File: src/rtl/pe_pipe.sv
// pe_pipe: back-end datapath of a processing element.
// Reduces N_CH channel products through a registered adder tree, optionally
// adds a fed-back partial sum, saturates, applies a selectable non-linearity
// and an optional 2x2 max-pool that uses a half-row line buffer.
module pe_pipe #(
   parameter int          N_CH      = 16,
   parameter int          W         = 16,
   parameter int          MAX_ROW   = 256,
   parameter int          RA        = 8,
   parameter logic [W-1:0] CLAMP_MAX = 16'h0600
) (
   input  logic                clk,
   input  logic                rst,
   input  logic                in_valid,
   input  logic [W*N_CH-1:0]   in_data,
   input  logic [W-1:0]        psum_in,
   input  logic                acc_en,
   input  logic                final_bank,
   input  logic [2:0]          nl_type,
   input  logic                pool_en,
   input  logic [RA-1:0]       row_length,
   input  logic                pool_clear,
   output logic                out_valid,
   output logic [W-1:0]        out_data,
   output logic                pipe_empty,
   output logic                cfg_err
);

   localparam int T   = (N_CH > 1) ? $clog2(N_CH) : 0;
   localparam int NP  = 1 << T;
   localparam int SW  = W + T;
   localparam int LBD = MAX_ROW / 2;
   localparam int LA  = (LBD > 1) ? $clog2(LBD) : 1;

   typedef enum logic [1:0] {
      EVEN_A = 2'd0,
      EVEN_B = 2'd1,
      ODD_A  = 2'd2,
      ODD_B  = 2'd3
   } poolState_t;

   // Outputs of the reduction tree, aligned with their delayed side-band.
   logic signed [SW-1:0] tree_sum;
   logic                 tree_vld;
   logic                 tree_ae;
   logic signed [W-1:0]  tree_ps;
   logic                 tree_busy_d;

   if (T > 0) begin : g_tree
      logic signed [SW-1:0] leaf   [NP];
      logic signed [SW-1:0] node_q [1:NP-1];
      logic [T-1:0]         vld_q;
      logic [T-1:0]         vld_d;
      logic [T-1:0]         ae_q;
      logic signed [W-1:0]  ps_q   [T];

      // Sign-extend every channel to the full tree width; missing leaves are zero.
      always_comb begin
         for (int i = 0; i < N_CH; i++) begin
            leaf[i] = SW'(signed'(in_data[i*W +: W]));
         end
         for (int i = N_CH; i < NP; i++) begin
            leaf[i] = '0;
         end
      end

      // Valid bit shifts one tree level per cycle.
      always_comb begin
         vld_d[0] = in_valid;
         for (int k = 1; k < T; k++) begin
            vld_d[k] = vld_q[k-1];
         end
      end

      // Tree valid bits are the only state here that needs a reset.
      always_ff @(posedge clk) begin
         if (!rst) begin
            vld_q <= '0;
         end else begin
            vld_q <= vld_d;
         end
      end

      // Heap-ordered adder tree: node j sums children 2j and 2j+1; the
      // accumulate controls travel alongside in a matching delay line.
      always_ff @(posedge clk) begin
         for (int j = 1; j < NP; j++) begin
            if (2*j >= NP) begin
               node_q[j] <= leaf[2*j-NP] + leaf[2*j-NP+1];
            end else begin
               node_q[j] <= node_q[2*j] + node_q[2*j+1];
            end
         end
         ae_q[0] <= acc_en;
         ps_q[0] <= signed'(psum_in);
         for (int k = 1; k < T; k++) begin
            ae_q[k] <= ae_q[k-1];
            ps_q[k] <= ps_q[k-1];
         end
      end

      assign tree_sum    = node_q[1];
      assign tree_vld    = vld_q[T-1];
      assign tree_ae     = ae_q[T-1];
      assign tree_ps     = ps_q[T-1];
      assign tree_busy_d = |vld_d;
   end else begin : g_pass
      assign tree_sum    = SW'(signed'(in_data));
      assign tree_vld    = in_valid;
      assign tree_ae     = acc_en;
      assign tree_ps     = signed'(psum_in);
      assign tree_busy_d = 1'b0;
   end

   // Pipeline registers after the tree.
   logic signed [W-1:0] accData_q, accData_d;
   logic                accVld_q;
   logic signed [W-1:0] nlData_q, nlData_d;
   logic                nlVld_q;
   poolState_t          state_q, state_d;
   logic [RA-1:0]       col_q, col_d;
   logic signed [W-1:0] hold_q, hold_d;
   logic                outValid_q, outValid_d;
   logic signed [W-1:0] outData_q, outData_d;
   logic                cfgErr_q, cfgErr_d;
   logic                pipeEmpty_q, pipeEmpty_d;

   logic signed [W-1:0] lb [LBD];
   logic                lbWe;
   logic [LA-1:0]       lbIdx;
   logic signed [W-1:0] lbWdata;
   logic signed [SW:0]  accSum;

   function automatic logic signed [W-1:0] smax(input logic signed [W-1:0] a,
                                                input logic signed [W-1:0] b);
      return (a > b) ? a : b;
   endfunction

   // Accumulate the fed-back partial sum and saturate to the output width.
   always_comb begin
      accSum = (SW+1)'(tree_sum) + (tree_ae ? (SW+1)'(tree_ps) : '0);
      if (accSum > $signed({{(SW-W+2){1'b0}}, {(W-1){1'b1}}})) begin
         accData_d = {1'b0, {(W-1){1'b1}}};
      end else if (accSum < $signed({{(SW-W+2){1'b1}}, {(W-1){1'b0}}})) begin
         accData_d = {1'b1, {(W-1){1'b0}}};
      end else begin
         accData_d = accSum[W-1:0];
      end
   end

   // Non-linearity, only for the final filter bank.
   always_comb begin
      nlData_d = accData_q;
      if (final_bank) begin
         case (nl_type)
            3'd1: nlData_d = (accData_q < 0) ? '0 : accData_q;
            3'd2: nlData_d = (accData_q < 0) ? (accData_q >>> 3) : accData_q;
            3'd3: begin
               if (accData_q < 0) begin
                  nlData_d = '0;
               end else if (accData_q > $signed(CLAMP_MAX)) begin
                  nlData_d = $signed(CLAMP_MAX);
               end else begin
                  nlData_d = accData_q;
               end
            end
            default: nlData_d = accData_q;
         endcase
      end
   end

   // Pool FSM and output stage: next state, line-buffer write and result.
   always_comb begin
      logic       poolOn;
      logic       cfgBad;
      logic       lastCol;
      poolState_t stEff;
      logic [RA-1:0] colEff;

      poolOn  = pool_en & final_bank;
      cfgBad  = poolOn && (row_length < RA'(2));
      stEff   = pool_clear ? EVEN_A : state_q;
      colEff  = pool_clear ? '0 : col_q;
      lastCol = (colEff >= row_length - RA'(1));

      state_d     = stEff;
      col_d       = colEff;
      hold_d      = hold_q;
      lbWe        = 1'b0;
      lbIdx       = colEff[LA:1];
      lbWdata     = smax(hold_q, nlData_q);
      outValid_d  = 1'b0;
      outData_d   = outData_q;
      cfgErr_d    = pool_clear ? 1'b0 : cfgErr_q;
      pipeEmpty_d = !(tree_busy_d | tree_vld | accVld_q);

      if (cfgBad) begin
         cfgErr_d = 1'b1;
      end

      if (nlVld_q) begin
         if (!poolOn) begin
            outValid_d = 1'b1;
            outData_d  = nlData_q;
         end else if (!cfgBad) begin
            case (stEff)
               EVEN_A, ODD_A: hold_d = nlData_q;
               EVEN_B:        lbWe   = 1'b1;
               ODD_B: begin
                  outValid_d = 1'b1;
                  outData_d  = smax(lb[lbIdx], smax(hold_q, nlData_q));
               end
               default: hold_d = hold_q;
            endcase
            if (lastCol) begin
               col_d   = '0;
               state_d = (stEff == EVEN_A || stEff == EVEN_B) ? ODD_A : EVEN_A;
            end else begin
               col_d = colEff + RA'(1);
               case (stEff)
                  EVEN_A:  state_d = EVEN_B;
                  EVEN_B:  state_d = EVEN_A;
                  ODD_A:   state_d = ODD_B;
                  default: state_d = ODD_A;
               endcase
            end
         end
      end
   end

   // Control state with synchronous active-low reset.
   always_ff @(posedge clk) begin
      if (!rst) begin
         accVld_q    <= 1'b0;
         nlVld_q     <= 1'b0;
         state_q     <= EVEN_A;
         col_q       <= '0;
         outValid_q  <= 1'b0;
         outData_q   <= '0;
         cfgErr_q    <= 1'b0;
         pipeEmpty_q <= 1'b1;
      end else begin
         accVld_q    <= tree_vld;
         nlVld_q     <= accVld_q;
         state_q     <= state_d;
         col_q       <= col_d;
         outValid_q  <= outValid_d;
         outData_q   <= outData_d;
         cfgErr_q    <= cfgErr_d;
         pipeEmpty_q <= pipeEmpty_d;
      end
   end

   // Data registers carry no reset; their valid bits qualify them.
   always_ff @(posedge clk) begin
      accData_q <= accData_d;
      nlData_q  <= nlData_d;
      hold_q    <= hold_d;
   end

   // Half-row line buffer holding the even-row horizontal maxima.
   always_ff @(posedge clk) begin
      if (lbWe) begin
         lb[lbIdx] <= lbWdata;
      end
   end

   assign out_valid  = outValid_q;
   assign out_data   = outData_q;
   assign pipe_empty = pipeEmpty_q;
   assign cfg_err    = cfgErr_q;

endmodule

File: config.mk
export PLATFORM = sky130hd
export DESIGN_NAME = pe_pipe
export DESIGN_NICKNAME = d
export VERILOG_FILES = /design/src/rtl/pe_pipe.sv
export SDC_FILE = /design/constraint.sdc
export NUM_CORES = 2
export LEC_CHECK = 0
export CAP_MARGIN = 20
export CORE_MARGIN = 1
export CORE_UTILIZATION = 55
export CTS_CLUSTER_SIZE = 16
export DETAILED_ROUTE_END_ITERATION = 6
export PLACE_DENSITY = 0.81
export SYNTH_ARGS = -nofsm -noshare
export SYNTH_HDL_FRONTEND = slang
export SYNTH_SLANG_ARGS = --single-unit
File: constraint.sdc
create_clock -name clk -period 19.8 [get_ports clk]
set_clock_uncertainty 0.1 [all_clocks]
set_input_delay 1.98 -clock clk [delete_from_list [all_inputs] [get_ports clk]]
set_output_delay 1.98 -clock clk [all_outputs]
set_load 0.05 [all_outputs]
==> results.py <==
metrics = {
    "timing": {
        "finalSetupViolCount": 0,
        "maxSlewHeadroom": 0.1341,
        "slew_violations": 0,
        "fin_ws_ns": 11.38,
        "fmaxAchievable_mhz": 118.7,
        "finalHoldViolations": 0,
        "post-route-period-util": 0.4253,
        "grt_setup_unrepaired": "no",
        "worst_pin_slew_ns": 1.299,
        "fin_setup_tns_ns": 0,
        "finalCriticalPeriod_ns": 8.422,
    },
    "setup_path": {
        "critical_path.top_delay_family": "compound AO/OA/AOI/OAI gates",
        "cp_common_cell": "buf_4",
        "setup.worst_path.start_class": "flop",
        "crit_path_max_fanout": 106,
        "crit_arrival_ns": 9.10,
        "timing_worst_setup_path_type": "reg2reg",
        "crit_path_buffers_inverters": 5,
        "worstPathCellList": "buf_4 -> nor3_4 -> buf_4 -> or2_4 -> buf_12 -> a222oi_1 -> a31oi_1 -> a2111oi_0 -> o2111a_1 -> nor4b_2 -> inv_1 -> ha_1 -> a21o_1 -> a2111o_1 -> a2111oi_0 -> a221oi_2 -> buf_4 -> mux2_2 -> a311oi_1",
        "type_of_destination_of_the_critical_path": "flop",
        "cp_required_ns": 20.48,
        "critical_path.slowest_cell": "nor4b_2",
        "worst_stage_delay_on_the_critical_path_ns": 0.87,
    },
    "global_route": {
        "track_usage": 0.3459,
        "first_global_vias": 66230,
        "pin_count_of_the_biggest_net_entering_global_routing": 128,
        "antenna_violations_before_repair": 19,
        "remaining_global_route_overflow": 0,
        "grt_first_pass_wirelength_mm": 458.4,
    },
    "drt": {
        "wirelength_mm": 325.9,
        "via_count": 68630,
        "drcViolationCount": 11,
        "remaining_antenna_violation_count_after_routing": 0,
        "first_iter_violations": 11480,
        "detailedRoute.firstPassIterationCount": 7,
        "viasPerCell": 6.922,
        "drt-wirelength-per-cell_um": 32.87,
    },
    "cts": {
        "clk_path_buf_depth": 3,
        "tritoncts": "yes",
        "postCtsHoldBufs": 0,
        "insertion_delay_ns": 0.90,
        "cts.htree.levels": 4,
        "number_of_buffers_inserted_during_clock_tree_synthesis": 228,
        "clock_transition_at_path_regs_ns": 0.07,
        "cts_sinks": 2475,
        "post_cts_resized": 0,
        "postCtsSetupBuffers": 0,
        "cts_root_buf": "clkbuf_16",
    },
    "logic_synthesis": {
        "post_synth_top_area_cell": "edfxtp_1",
        "synth-seq-area-share": 0.6998,
        "yosys-top-cells-count": "edfxtp_1, nor2_1, dfxtp_1",
        "nets_in_the_synthesized_netlist": 7477,
        "syn_area_mm2": 0.1003,
        "synth_top_area_frac": 0.6178,
        "synthArstFlopShare": 0,
        "synth_enable_flop_cells": 2064,
        "netlist_instances": 6856,
        "ys_warn_count": 0,
        "yosys_register_bits": 2475,
        "yosys.cell_types.count": 90,
        "yosys.cell_count.top_type": "edfxtp_1",
        "syn_avg_cell_area_um2": 14.63,
        "post_synth_main_area_contributors": "edfxtp_1, dfxtp_1, ha_1, a22oi_1, mux2i_1",
        "yosys_most_used_dff": "edfxtp_1",
    },
    "die": {
        "die_y_um": 429.1,
        "site_rows": 156,
        "starting_density": 0.5545,
        "floorplan.core_area_mm2": 0.1809,
        "die_area_mm2": 0.1841,
        "die_width_um": 429.1,
        "io-pin-count": 309,
    },
    "placed_design": {
        "dp.cells": 9474,
        "place_area_mm2": 0.1072,
        "place.gp.congestion": 1.018,
        "io_buffer_count": 308,
        "place_hpwl_mm": 203.0,
        "dpl_worst_slack_ns": 11.14,
    },
    "run_status": {
        "violations": "DRC",
        "run_status": "finished with violations",
    },
    "pwr": {
        "power.density_cell_area_mw_per_mm2": 122.0,
        "worst_ir_drop_vdd_mv": 0.08918,
        "leakagePower_nw": 38.99,
    },
    "layout": {
        "final_cell_count_no_fill": 9914,
        "fin_util": 0.6347,
        "final_net_count": 7957,
        "syn_to_final_growth_pct": 14.46,
        "final_cell_area_mm2": 0.1148,
        "drive_above_1_share": 0.1049,
    },
    "hold_path": {
        "hp-class": "reg2reg",
    },
    "flow_run": {
        "maxCapViolCount": 0,
    },
}
[layout by cell type, fill, tap and decap left out, types with 104 or more instances in the layout]
cell and instances:
edfxtp_1 2064, nor2_1 451, dfxtp_1 408, a21oi_1 335, ha_1 315, clkdlybuf4s50_1 307, nand2_1 273, a22oi_1 269
buf_4 254, clkbuf_16 230, o21ai_0 224, inv_1 183, mux2i_1 172, a222oi_1 169, xnor2_1 161, a221oi_1 104
[sequential cells by signal, summed over array words and instances, names as in the netlist]
signal	count
accVld_q	1
g_tree.ps_q	64
g_tree.ae_q	4
accData_q	16
out_data	16
g_tree.node_q	276
out_valid	1
col_q	8
hold_q	16
lb	2048
state_q	2
g_tree.vld_q	4
nlData_q	16
nlVld_q	1
pipe_empty	1
cfg_err	1
[metrics by stage]
stage / total power (W) / hold WS (ns)
after floorplan: 0.008615 / 0.2096
after detailed placement: 0.009560 / 0.2121
after global routing: 0.01444 / 0.2317
after global placement: 0.009451 / 0.2129
after CTS: 0.01395 / 0.2251
final: 0.01401 / 0.2248
[final timing paths]
check             slack [ns]  cells past startpoint                       end                   start
setup / recovery       11.38                     19  out_data[3]$_SDFFE_PN0P_     col_q[1]$_SDFF_PN0_
hold reg to reg         0.22                      0    g_tree.ae_q[3]$_DFF_P_  g_tree.ae_q[2]$_DFF_P_
setup reg to reg       11.38                     19  out_data[3]$_SDFFE_PN0P_     col_q[1]$_SDFF_PN0_
hold / removal          0.22                      0    g_tree.ae_q[3]$_DFF_P_  g_tree.ae_q[2]$_DFF_P_
[per-layer routing]
| layer | track usage | vias up | routed length [um] |
|---|---|---|---|
| li1 | - | 28130 | - |
| met3 | 0.1376 | 1397 | 55000 |
| met1 | 0.4198 | 32820 | 103800 |
| met2 | 0.5093 | 6269 | 140200 |
| met5 | 0 | - | 153 |
| met4 | 0.2333 | 16 | 26790 |
[final cells by class]
| type | instances | area, um2 |
|---|---|---|
| Antenna cell | 14 | 35.03 |
| Inverter | 195 | 752.0 |
| Sequential cell | 2475 | 70220 |
| Clock inverter | 142 | 1551 |
| Tap cell | 2370 | 2965 |
| Fill cell | 12440 | 66110 |
| Clock buffer | 282 | 6042 |
| Multi-Input combinational cell | 3864 | 28100 |
| Timing Repair Buffer | 572 | 5166 |
[cells by family after synthesis]
| group | synth area share |
|---|---|
| mux | 0.02715 |
| compound gates | 0.1330 |
| fa+ha+maj | 0.04248 |
| xor+xnor | 0.01737 |
| simple gates | 0.05824 |
| buf+inv | 0.02195 |
| flops | 0.6998 |
[power by group]
| part | internal (W) | switching [W] |
|---|---|---|
| Clock | 0.00252 | 0.00195 |
| Combinational | 0.000884 | 0.00186 |
| Sequential | 0.00663 | 0.000158 |
| Total | 0.0100 | 0.00397 |
Note: power is estimated with default switching activity, not from simulation.
